===== config.mk =====
export PLATFORM = sky130hd
export DESIGN_NAME = multi_alu_arbiter
export DESIGN_NICKNAME = d
export VERILOG_FILES = /design/src/rtl/multi_alu_arb_pkg.sv /design/src/rtl/multi_alu_arbiter_alu_core.sv /design/src/rtl/multi_alu_arbiter.sv
export SDC_FILE = /design/constraint.sdc
export NUM_CORES = 1
export LEC_CHECK = 0
export BUFFER_PORTS_ARGS = -buffer_cell sky130_fd_sc_hd__buf_2
export CORE_MARGIN = 2
export CORE_UTILIZATION = 45
export DETAILED_ROUTE_END_ITERATION = 12
export PLACE_DENSITY_LB_ADDON = 0.05
export RECOVER_POWER = 50
export SLEW_MARGIN = 5
export SYNTH_ARGS = -nofsm -noshare
export SYNTH_HDL_FRONTEND = slang
export SYNTH_SLANG_ARGS = --single-unit
export TNS_END_PERCENT = 30

===== constraint.sdc =====
create_clock -name clk -period 2.9 [get_ports clk]
set_clock_uncertainty 0.15 [all_clocks]
set_input_delay 0.145 -clock clk [delete_from_list [all_inputs] [get_ports clk]]
set_output_delay 0.145 -clock clk [all_outputs]
set_load 0.01 [all_outputs]

===== src/rtl/multi_alu_arb_pkg.sv =====
// Shared types and ALU helper for the multi-channel ALU arbiter.
// Optional round-robin tie-break is enabled by defining MULTI_ALU_ARB_RR_TIE_EN.
package multi_alu_arb_pkg;

    localparam int unsigned ALU_MAX_W = 64;

    typedef logic [1:0] op_t;

    localparam op_t OP_ADD = 2'b00;
    localparam op_t OP_SUB = 2'b01;
    localparam op_t OP_AND = 2'b10;
    localparam op_t OP_OR  = 2'b11;

    // Result of op on a/b truncated to w bits (carry/borrow dropped).
    function automatic logic [ALU_MAX_W-1:0] alu_calc(
        input op_t                  op,
        input logic [ALU_MAX_W-1:0] a,
        input logic [ALU_MAX_W-1:0] b,
        input int unsigned          w
    );
        logic [ALU_MAX_W-1:0] r;
        logic [ALU_MAX_W-1:0] mask;
        case (op)
            OP_ADD:  r = a + b;
            OP_SUB:  r = a - b;
            OP_AND:  r = a & b;
            default: r = a | b;
        endcase
        if (w >= ALU_MAX_W) begin
            mask = '1;
        end else begin
            mask = (ALU_MAX_W'(1) << w) - ALU_MAX_W'(1);
        end
        return r & mask;
    endfunction

endpackage


===== src/rtl/multi_alu_arbiter_alu_core.sv =====
// Combinational ALU used by stage 2 of the multi-channel ALU arbiter.
// Behaviour is independent of MULTI_ALU_ARB_RR_TIE_EN.
module alu_core
    import multi_alu_arb_pkg::*;
#(
    parameter int unsigned WIDTH = 4
) (
    input  op_t              i_op,
    input  logic [WIDTH-1:0] i_a,
    input  logic [WIDTH-1:0] i_b,
    output logic [WIDTH-1:0] o_d_c
);

    assign o_d_c = WIDTH'(alu_calc(i_op, ALU_MAX_W'(i_a), ALU_MAX_W'(i_b), WIDTH));

endmodule


===== src/rtl/multi_alu_arbiter.sv =====
// N_CH-channel shared-ALU arbiter: min-op priority grant, 2-stage pipeline, tagged result port.
// Define MULTI_ALU_ARB_RR_TIE_EN for round-robin tie-break among equal ops (default: lowest index).
module multi_alu_arbiter
    import multi_alu_arb_pkg::*;
#(
    parameter  int unsigned WIDTH = 4,
    parameter  int unsigned N_CH  = 4,
    localparam int unsigned CH_W  = $clog2(N_CH)
) (
    input  logic                  clk,
    input  logic                  rst_n,
    input  logic [N_CH-1:0]       req_valid,
    input  logic [2*N_CH-1:0]     req_op,
    input  logic [WIDTH*N_CH-1:0] req_a,
    input  logic [WIDTH*N_CH-1:0] req_b,
    output logic [N_CH-1:0]       req_ready,
    output logic                  out_valid,
    input  logic                  out_ready,
    output logic [WIDTH-1:0]      out_result,
    output logic [CH_W-1:0]       out_ch,
    output logic [1:0]            out_op
);

    localparam int unsigned CHP_W = CH_W + 1;

    op_t              w_op [N_CH];
    logic [WIDTH-1:0] w_a  [N_CH];
    logic [WIDTH-1:0] w_b  [N_CH];

    for (genvar g = 0; g < N_CH; g++) begin : g_unpack
        assign w_op[g] = req_op[2*g +: 2];
        assign w_a[g]  = req_a[WIDTH*g +: WIDTH];
        assign w_b[g]  = req_b[WIDTH*g +: WIDTH];
    end

    logic             r_s1_valid;
    op_t              r_s1_op;
    logic [WIDTH-1:0] r_s1_a;
    logic [WIDTH-1:0] r_s1_b;
    logic [CH_W-1:0]  r_s1_ch;
    logic             r_s2_valid;
    logic [WIDTH-1:0] r_s2_result;
    logic [CH_W-1:0]  r_s2_ch;
    op_t              r_s2_op;

    logic             w_s2_adv;
    logic             w_s1_adv;
    logic             w_any_valid;
    logic [CH_W-1:0]  w_grant;
    op_t              w_best_op;
    logic             w_accept;
    logic [WIDTH-1:0] w_alu_d;

`ifdef MULTI_ALU_ARB_RR_TIE_EN
    logic [CH_W-1:0]  r_rr_ptr;
`endif

    assign w_s2_adv = !r_s2_valid || out_ready;
    assign w_s1_adv = !r_s1_valid || w_s2_adv;

    // Priority scan: strict '<' keeps the first channel searched among equal ops.
    always_comb begin
        logic [CH_W-1:0]  idx;
        logic [CHP_W-1:0] sum;
        w_any_valid = 1'b0;
        w_grant     = '0;
        w_best_op   = OP_OR;
        idx         = '0;
        sum         = '0;
        for (int unsigned k = 0; k < N_CH; k++) begin
`ifdef MULTI_ALU_ARB_RR_TIE_EN
            sum = {1'b0, r_rr_ptr} + CHP_W'(k);
            if (sum >= CHP_W'(N_CH)) begin
                sum = sum - CHP_W'(N_CH);
            end
`else
            sum = CHP_W'(k);
`endif
            idx = sum[CH_W-1:0];
            if (req_valid[idx] && (!w_any_valid || (w_op[idx] < w_best_op))) begin
                w_any_valid = 1'b1;
                w_grant     = idx;
                w_best_op   = w_op[idx];
            end
        end
    end

    assign w_accept = rst_n && w_s1_adv && w_any_valid;

    always_comb begin
        req_ready = '0;
        if (w_accept) begin
            req_ready[w_grant] = 1'b1;
        end
    end

    alu_core #(.WIDTH(WIDTH)) u_alu (
        .i_op  (r_s1_op),
        .i_a   (r_s1_a),
        .i_b   (r_s1_b),
        .o_d_c (w_alu_d)
    );

    // Stage 1 captures the granted request, stage 2 registers the ALU result.
    always_ff @(posedge clk) begin
        if (!rst_n) begin
            r_s1_valid  <= 1'b0;
            r_s1_op     <= OP_ADD;
            r_s1_a      <= '0;
            r_s1_b      <= '0;
            r_s1_ch     <= '0;
            r_s2_valid  <= 1'b0;
            r_s2_result <= '0;
            r_s2_ch     <= '0;
            r_s2_op     <= OP_ADD;
`ifdef MULTI_ALU_ARB_RR_TIE_EN
            r_rr_ptr    <= '0;
`endif
        end else begin
            if (w_s1_adv) begin
                r_s1_valid <= w_any_valid;
                if (w_any_valid) begin
                    r_s1_op <= w_op[w_grant];
                    r_s1_a  <= w_a[w_grant];
                    r_s1_b  <= w_b[w_grant];
                    r_s1_ch <= w_grant;
                end
            end
            if (w_s2_adv) begin
                r_s2_valid <= r_s1_valid;
                if (r_s1_valid) begin
                    r_s2_result <= w_alu_d;
                    r_s2_ch     <= r_s1_ch;
                    r_s2_op     <= r_s1_op;
                end
            end
`ifdef MULTI_ALU_ARB_RR_TIE_EN
            if (w_accept) begin
                r_rr_ptr <= (w_grant == CH_W'(N_CH - 1)) ? '0 : w_grant + CH_W'(1);
            end
`endif
        end
    end

    assign out_valid  = r_s2_valid;
    assign out_result = r_s2_result;
    assign out_ch     = r_s2_ch;
    assign out_op     = r_s2_op;

endmodule


# Word-level counts from Yosys, hierarchy flattened
# Cells that the tools add are included.
# word_totals
reg_bits	22
latchBits	0
ram_bits	0
mem_bits_ro	0
inputBits	47
output_inout_bits	13
wordCells	64
n_memories	0
# classes
n_addsub	2
mul	0
div	0
magnitude_cmp	6
eq_ne	2
shift	0
muxes	23
n_bitwise	3
n_reduce_logical	19
# op_table
op	n
$mux 4	5
$bmux 4 s2	2
$mux 2	7
$pmux 4 s3	1
$logic_and 1x1->1	6
$lt 2x2->1	3
$mux 1	6
$logic_not 1->1	5
$logic_or 1x1->1	5
$add 4x4->4	1
$and 4x4->4	1
$bmux 2 s2	1
$or 4x4->4	1
$reduce_and 2->1	2
$sub 4x4->4	1
$ge 3x3->1 const B	1
$lt 2x3->1 const B	1
$not 2->3	1
$demux 1 s2	1
$eq 2x1->1 const B	1
$eq 2x2->1 const B	1
$ge 2x1->1 const B	1
$logic_not 2->1	1

# Depth between registers and ports, before layout
# Gate-level depths: netlist of run 1.
# logic_depth
ltp_word	18
depth_mapped	16
ltp_nobuf	15

# Hierarchy
# Synthesis of run 1 repeated with hierarchy kept, for this count alone.
# unflattened
cells_unflattened	216
area_unflattened_um2	1904.3
# by_module_without_submodules
mod	n_inst	cells_per_inst	area_each_um2	seq_area_each_um2
multi_alu_arbiter	1	165	1526.5	440.4
alu_core	1	51	377.9	0.0

# Worst setup path after synthesis of run 1
# No wires, ideal clock.
# synth_timing
kind	input port to output port
start	in req_valid[0]
end	out req_ready[2]
arrival_time_ns	2.617
required_time_ns	2.605
slack_ns	-0.012
path_stages	14
path_buffers	2
cell_sequence	buf_2 > o2bb2ai_1 > ha_1 > nor2_1 > o21ai_1 > o31ai_2 > nor2_1 > a21oi_1 > ha_1 > nand2b_1 > a211oi_4 > a22oi_4 > buf_8 > and3_1
# synth_via
elab_chain_cells	18
word_cells_on_any_way	29
cone_classes	order compare: 5; mux: 13; reduce/logical: 11
# synth_rtl
item	line_no	rtl
start: declaration	multi_alu_arbiter.sv:12	input logic [N_CH-1:0] req_valid,
$mux 2 or $mux 1 (tied branches)	multi_alu_arbiter.sv:80	if (req_valid[idx] && (!w_any_valid || (w_op[idx] < w_best_op))) begin
$lt 2x2->1 or $logic_not 1->1 (tied branches)	multi_alu_arbiter.sv:80	
$logic_or 1x1->1	multi_alu_arbiter.sv:80	
$logic_and 1x1->1	multi_alu_arbiter.sv:80	
$mux 2 or $mux 1 (tied branches)	multi_alu_arbiter.sv:80	
$lt 2x2->1 or $logic_not 1->1 (tied branches)	multi_alu_arbiter.sv:80	
$logic_or 1x1->1	multi_alu_arbiter.sv:80	
$logic_and 1x1->1	multi_alu_arbiter.sv:80	
(+2 left out)	n/a	
$logic_or 1x1->1	multi_alu_arbiter.sv:80	
$logic_and 1x1->1	multi_alu_arbiter.sv:80	
$mux 2	multi_alu_arbiter.sv:80	
$lt 2x3->1 (implied by the code) or $ge 2x1->1 (tied branches)	multi_alu_arbiter.sv:93	req_ready[w_grant] = 1'b1;
$logic_and 1x1->1 (implied by the code)	multi_alu_arbiter.sv:93	
$mux 1 (implied by the code)	multi_alu_arbiter.sv:93	
$demux 1 s2	multi_alu_arbiter.sv:93	
$mux 4 *	multi_alu_arbiter.sv:92	if (w_accept) begin
end: declaration	multi_alu_arbiter.sv:16	output logic [N_CH-1:0] req_ready,
# Mark *: on every way between the ends. The rest lies on a longest branch, timed or not.

# Worst setup path in the final report of run 1
# layout_timing
start	in req_valid[1]
end	out req_ready[2]
# layout_via
elab_chain_cells	15
word_cells_on_any_way	24
cone_classes	order compare: 4; mux: 11; reduce/logical: 9
# layout_rtl
item	line_no
$logic_and 1x1->1 *	multi_alu_arbiter.sv:80
$mux 2 or $mux 1 (tied branches)	multi_alu_arbiter.sv:80
$lt 2x2->1 or $logic_not 1->1 (tied branches)	multi_alu_arbiter.sv:80
$logic_or 1x1->1	multi_alu_arbiter.sv:80
$logic_and 1x1->1	multi_alu_arbiter.sv:80
$mux 2 or $mux 1 (tied branches)	multi_alu_arbiter.sv:80
$lt 2x2->1 or $logic_not 1->1 (tied branches)	multi_alu_arbiter.sv:80
$logic_or 1x1->1	multi_alu_arbiter.sv:80
$logic_and 1x1->1	multi_alu_arbiter.sv:80
$mux 2	multi_alu_arbiter.sv:80
$lt 2x3->1 (implied by the code) or $ge 2x1->1 (tied branches)	multi_alu_arbiter.sv:93
$logic_and 1x1->1 (implied by the code)	multi_alu_arbiter.sv:93
$mux 1 (implied by the code)	multi_alu_arbiter.sv:93
$demux 1 s2	multi_alu_arbiter.sv:93
$mux 4 *	multi_alu_arbiter.sv:92
# Marked as above.

==> impl_metrics.csv, run 1 <==
group,metric,value,unit
run_status,outcome,"finished clean",
sta,timing.max_slew.rel_slack,29.6,%
place,dp.cells,320,
sta,tightest_slew,1.06,ns
sta,setup_tns,0,ns
synth,post_synth_main_area_contributors,"dfxtp_1, ha_1, mux2_2, nor2_1, o21ai_0",
place,detailed_place_hpwl,3.54,mm
sta,post-route-min-period,2.69,ns
worst_setup_path,endpoint_kind,"output pin",
cells_and_area,antenna-diode-count,0,
clocking,ctsHoldBuffers,0,
routing,antenna_left,0,
sta,min_period_over_period,92.6,%
clocking,cts-buffers-inserted,3,
power_and_ir_drop,p_total,0.00112,W
synth,yosys_register_bits,22,
synth,postSynth.asyncResetShare,0,%
worst_setup_path,timing.critical_path.from_type,"input port",
clocking,clock_sink_count,22,
worst_setup_path,timing.critical_path.arrival,2.39,ns
floorplanning,core_area,3740,um2
run,max_cap_viol_count,0,
synth,synthesis.area_per_instance,8.20,um2
cells_and_area,final_layout_size_suffix_gt1_share,31.3,%
synth,ys_types,54,
routing,postRouteWirelength,4.52,mm
power_and_ir_drop,total_leakage_power,0.988,nW
cells_and_area,area_overhead_vs_synth,24.4,%
clocking,clk_path_buf_depth,2,
clocking,htree_num_levels,1,
worst_setup_path,worst-endpoint-required,2.61,ns
global_route,grt_antenna_before_repair,0,
routing,num_vias,1785,
clocking,worst_skew_pair_later_pin_latency,0.26,ns
worst_setup_path,crit_fanout,8,
floorplanning,die_width,66.9,um
routing,drt_first_pass_iters,4,
floorplanning,fp.dieArea,4470,um2
power_and_ir_drop,p_per_area,507,nW/um2
synth,ys.warnings.count,0,
floorplanning,die_y_extent,66.9,um
routing,via_per_inst,5.48,
global_route,via_count_of_the_first_global_routing_pass,1654,
floorplanning,top_level_ports,60,
clocking,clk_pin_slew_worst_paths,0.08,ns
floorplanning,initial_utilization,47.5,%
synth,netlist.area_leader.share,24.8,%
global_route,track_usage,21.5,%
cells_and_area,fin_nets,335,
power_and_ir_drop,worst_ir_drop_vdd,0.254,mV
clocking,clock_tree.root_cell,"clkbuf_8",
global_route,globalRoute.totalOverflow,0,
floorplanning,rows,22,
global_route,grt_first_pass_wirelength,7.42,mm
worst_hold_path,hold_path.class,"input port to flop",
synth,postSynthCellCount,217,
synth,syn-num-nets,273,
clocking,tritoncts,"done",
sta,setup-violations-final,0,
routing,detail_route.drc_violations,0,
synth,post-synth-top-area-cell,"dfxtp_1",
sta,finalHoldViolations,0,
routing,routed_wire_length_per_instance,13.9,um
global_route,grt_max_degree,19,
sta,max_slew_violation_count,0,
synth,yosysSeqAreaShare,24.8,%
synth,synth_edf_count,0,
synth,syn_area,1780,um2
cells_and_area,finalCoreUtilization,59.1,%
synth,synth_flop_cell,"dfxtp_1",
place,placement.io_buffers,59,
sta,max_freq,372,MHz
sta,fin_worst_hold_slack,0.0180,ns
worst_setup_path,timing_worst_setup_path_type,"input port to output pin",
place,gp_routability_congestion,0.816,
routing,drt-initial-drc-count,63,
cells_and_area,finalNonFillerCells,326,
## cells by family (layout without fill, tap and decap cells)
logic type	count (synthesis)	in the layout	share of synthesized area [%]
compound gates	77	77	30.7
xor+xnor	2	2	0.985
fa+ha+maj	11	11	7.88
buf+inv	24	85	6.82
flops	22	22	24.8
mux	15	15	9.00
simple gates	66	66	19.9
## layout make-up
class	instances	area (um2)
Fill cell	371	1530
Multi-Input combinational cell	171	1240
Sequential cell	22	440
Timing Repair Buffer	69	359
Tap cell	48	60.1
Inverter	12	45.0
Clock buffer	3	41.3
Clock inverter	1	30.0
## critical path: stages
cell       delay (ns)
buf_2            0.15
inv_1            0.08
o2bb2ai_2        0.17
ha_2             0.23
nor2_1           0.06
o21ai_2          0.15
o31ai_2          0.12
nor2_1           0.13
a21oi_1          0.06
ha_1             0.21
nand2b_4         0.15
a211oi_4         0.24
a22oi_4          0.15
and3_1           0.20
buf_2            0.13
## per-stage QoR
step	setup slack [ns]	area, um2
after floorplan	0.0954	1780
after global placement	0.0719	2120
after detailed placement	0.00306	2120
after CTS	0.0811	2210
after global routing	-0.0245	2210
final	0.215	2210
## power breakdown
part,switching (W),total [W],internal (W)
Clock,0.0000980,0.000282,0.000184
Combinational,0.000243,0.000458,0.000215
Sequential,0.0000369,0.000381,0.000344
## registers in the layout (all words and copies together), names as in the netlist
signal and count:
out_ch 2, out_op 2, out_result 4, out_valid 1, r_s1_a 4, r_s1_b 4
r_s1_ch 2, r_s1_op 2, r_s1_valid 1
## cell usage in the layout (no fill, tap or decap), types with 2 or more instances in the layout
cell type / count
nor3b_1: 2
dfxtp_1: 22
o221ai_1: 4
clkbuf_8: 3
and3_1: 2
nor2_1: 21
ha_1: 7
nor3_1: 2
buf_2: 50
maj3_1: 2
o21bai_1: 6
mux2_2: 8
nand4_1: 4
nand3_1: 5
a211oi_4: 2
clkbuf_1: 9
mux2i_1: 7
a2bb2oi_1: 2
a211o_1: 2
o211ai_1: 2
a31oi_1: 10
buf_4: 10
o21ai_0: 15
inv_1: 12
o22ai_1: 6
a21oi_1: 11
a211oi_1: 7
nor2b_1: 5
nand2_1: 10
nand2b_1: 4
## synth_stat cells (all sizes together), types with 3 or more instances
| cell | count |
|---|---|
| dfxtp | 22 |
| nor2 | 22 |
| o21ai | 17 |
| inv | 12 |
| a21oi | 11 |
| nand2 | 11 |
| a31oi | 10 |
| a211oi | 9 |
| ha | 8 |
| mux2 | 8 |
| mux2i | 7 |
| buf | 6 |
| o21bai | 6 |
| o22ai | 6 |
| clkbuf | 5 |
| nand2b | 5 |
| nand3 | 5 |
| nor2b | 5 |
| nand4 | 4 |
| o221ai | 4 |
| nor3b | 3 |
## repair_timing
item / CTS / global route
pin swaps: 1 / 2
endpoints found under the setup margin: 1 / 10
resized for setup: 0 / 3
buffers inserted: 2 / 0
## path summary, 6_finish.rpt
check | startpoint | endpoint | slack [ns] | depth (start not counted)
min | req_a[12] | r_s1_a[0] | 0.02 | 3
min reg2reg | out_result[3] | out_result[3] | 0.33 | 2
max | req_valid[1] | req_ready[2] | 0.21 | 15
max reg2reg | r_s1_b[0] | out_result[3] | 0.37 | 10
## per-layer routing
| metal | wire, um | global-route usage (%) | vias to the layer above |
|---|---|---|---|
| met5 | 0 | 0 | - |
| met4 | 31 | 6.12 | 0 |
| met2 | 2110 | 35.6 | 46 |
| met1 | 2220 | 29.5 | 798 |
| met3 | 161 | 1.86 | 2 |
| li1 | - | - | 939 |
No activity file was read; power rests on OpenSTA's default activity.
==> inputs of run 2 (changes only) <==
- BUFFER_PORTS_ARGS: -buffer_cell sky130_fd_sc_hd__buf_2 -> not set
- DONT_BUFFER_PORTS: not set -> 1
==> impl_metrics.csv, run 2 (synthesis results as in run 1) <==
group,metric,value,unit
run_status,outcome,"finished clean",
floorplanning,die_width,66.9,um
routing,detail_route.drc_violations,0,
worst_setup_path,crit_path_frequent_cell,"nor2_1",
run,max_cap_viol_count,0,
sta,max_slew_violation_count,0,
floorplanning,fp.dieArea,4470,um2
cells_and_area,final_layout_size_suffix_gt1_share,16.4,%
worst_setup_path,timing.critical_path.from,"req_op[1]",
clocking,worst_skew_pair_later_pin_latency,0.26,ns
sta,timing.max_slew.rel_slack,62.5,%
clocking,clock_sink_count,22,
floorplanning,initial_utilization,47.5,%
worst_setup_path,worstPathBufferInverterCount,2,
clocking,clk_pin_slew_worst_paths,0.08,ns
global_route,grt.met1_usage,28.7,%
clocking,clock_tree.root_cell,"clkbuf_8",
worst_setup_path,critical_path.slowest_cell,"a211oi_4",
global_route,grt_util_met2,39.1,%
clocking,clk_path_buf_depth,2,
cells_and_area,layout.cells.most_common,"dfxtp_1",
clocking,tritoncts,"done",
global_route,global_route.usage.met3,2.70,%
sta,setup_tns,0,ns
worst_setup_path,endpoint_kind,"output pin",
routing,antenna_left,0,
sta,setup-violations-final,0,
worst_setup_path,worst-endpoint-required,2.61,ns
power_and_ir_drop,p_per_area,517,nW/um2
floorplanning,rows,22,
cells_and_area,commonest_cells_after_routing_fill_and_taps_aside,"dfxtp_1, nor2_1, dlygate4sd3_1",
worst_setup_path,timing_worst_setup_path_type,"input port to output pin",
worst_setup_path,crit_path_max_delay_family,"compound AO/OA/AOI/OAI gates",
routing,num_vias,1751,
sta,finalHoldViolations,0,
worst_hold_path,min-delay-start,"rst_n",
place,placement.io_buffers,0,
sta,fin_worst_hold_slack,0.0141,ns
cells_and_area,final_design_area_no_fill,2120,um2
power_and_ir_drop,total_leakage_power,0.855,nW
global_route,grt_max_degree,20,
global_route,grt.busiest_layer,"met2",
cells_and_area,fin_nets,295,
worst_hold_path,hold_path.class,"input port to flop",
floorplanning,top_level_ports,60,
floorplanning,core_area,3740,um2
global_route,track_usage,22.9,%
routing,drt-initial-drc-count,42,
clocking,cts-buffers-inserted,3,
clocking,htree_num_levels,1,
power_and_ir_drop,worst_ir_drop_vdd,0.207,mV
worst_setup_path,timing.critical_path.arrival,2.43,ns
routing,routed_wire_length_per_instance,16.8,um
routing,drt_first_pass_iters,4,
place,gp_routability_congestion,0.825,
sta,post-route-min-period,2.72,ns
routing,via_per_inst,6.12,
worst_setup_path,cell_chain_of_the_critical_path,"inv_1 > o2bb2ai_2 > ha_4 > nor2_1 > o21ai_2 > o31ai_4 > nor2_1 > a21oi_1 > ha_1 > nand2b_1 > a211oi_4 > a22oi_4 > buf_4 > nor2_1",
place,detailed_place_hpwl,3.58,mm
sta,max_freq,367,MHz
routing,postRouteWirelength,4.81,mm
global_route,grt_antenna_before_repair,0,
floorplanning,die_y_extent,66.9,um
sta,rsz0062_at_grt,"no",
worst_setup_path,crit_fanout,11,
worst_setup_path,worst_r2r_startpoint,"r_s1_b[0]",
sta,min_period_over_period,93.9,%
cells_and_area,antenna-diode-count,0,
cells_and_area,area_overhead_vs_synth,19.3,%
cells_and_area,finalCoreUtilization,56.7,%
worst_setup_path,timing.critical_path.from_type,"input port",
global_route,grt_first_pass_wirelength,7.82,mm
place,postPlaceCellArea,1830,um2
global_route,globalRoute.totalOverflow,0,
global_route,via_count_of_the_first_global_routing_pass,1715,
sta,tightest_slew,0.562,ns
sta,postLayoutSetupSlackWorst,0.178,ns
worst_setup_path,max_stage_delay,0.25,ns
place,dpl_worst_slack,0.0122,ns
## run 2: cell types whose count changed in the layout (fill, tap and decap cells not counted), sizes merged
| cell | change |
|---|---|
| clkbuf | -9 |
| buf | -47 |
| dlygate4sd3 | +16 |
## run 2: stage by stage
stage	std cells	power [W]
after global placement	261	0.000768
after floorplan	217	0.000710
after CTS	281	0.00108
final	286	0.00110
after detailed placement	261	0.000778
after global routing	286	0.00118
## run 2: where the power goes
part | switching [W] | leakage (nW) | internal, W
Sequential | 0.0000462 | 0.182 | 0.000344
Clock | 0.000101 | 0.0357 | 0.000184
Combinational | 0.000219 | 0.637 | 0.000203
## run 2: worst paths after layout
check             cells past startpoint       endpoint  slack (ns)
setup reg to reg                     10  out_result[3]        0.34
hold reg to reg                       2      out_valid        0.37
setup / recovery                     14   req_ready[3]        0.18
hold / removal                        3     r_s1_op[0]        0.01
## run 2: what timing repair did
action / 4_1_cts / 5_1_grt
setup endpoints to repair: 0 / 5
setup buffers: 0 / 5
resized for setup: 0 / 4
hold buffers: 16 / 0
endpoints found under the hold margin: 13 / 0
## run 2: final cells by class
cell class / instances / area, um2
clock buffers: 3 / 41.3
clock inverters: 1 / 30.0
fillers: 365 / 1620
inverters: 12 / 45.0
multi-input cells: 171 / 1250
flip-flops and latches: 22 / 440
well taps: 48 / 60.1
repair buffers: 29 / 258
## run 2: routing by layer
layer	vias up	part of all wire (%)
li1	851	-
met1	823	43
met2	65	48
met3	12	5.9
met4	0	2.9
met5	-	0
## run 2: worst register-to-register path: cells and delay by family, from the launching register on
| kind | cells | cell delay (ns) |
|---|---|---|
| multiplexers | 1 | 0.24 |
| adder cells (fa/ha/maj) | 2 | 0.57 |
| AO/OA/AOI/OAI | 4 | 0.83 |
| flip-flops | 1 | 0.41 |
| AND/OR/NAND/NOR | 2 | 0.19 |
| buffers and inverters | 1 | 0.09 |
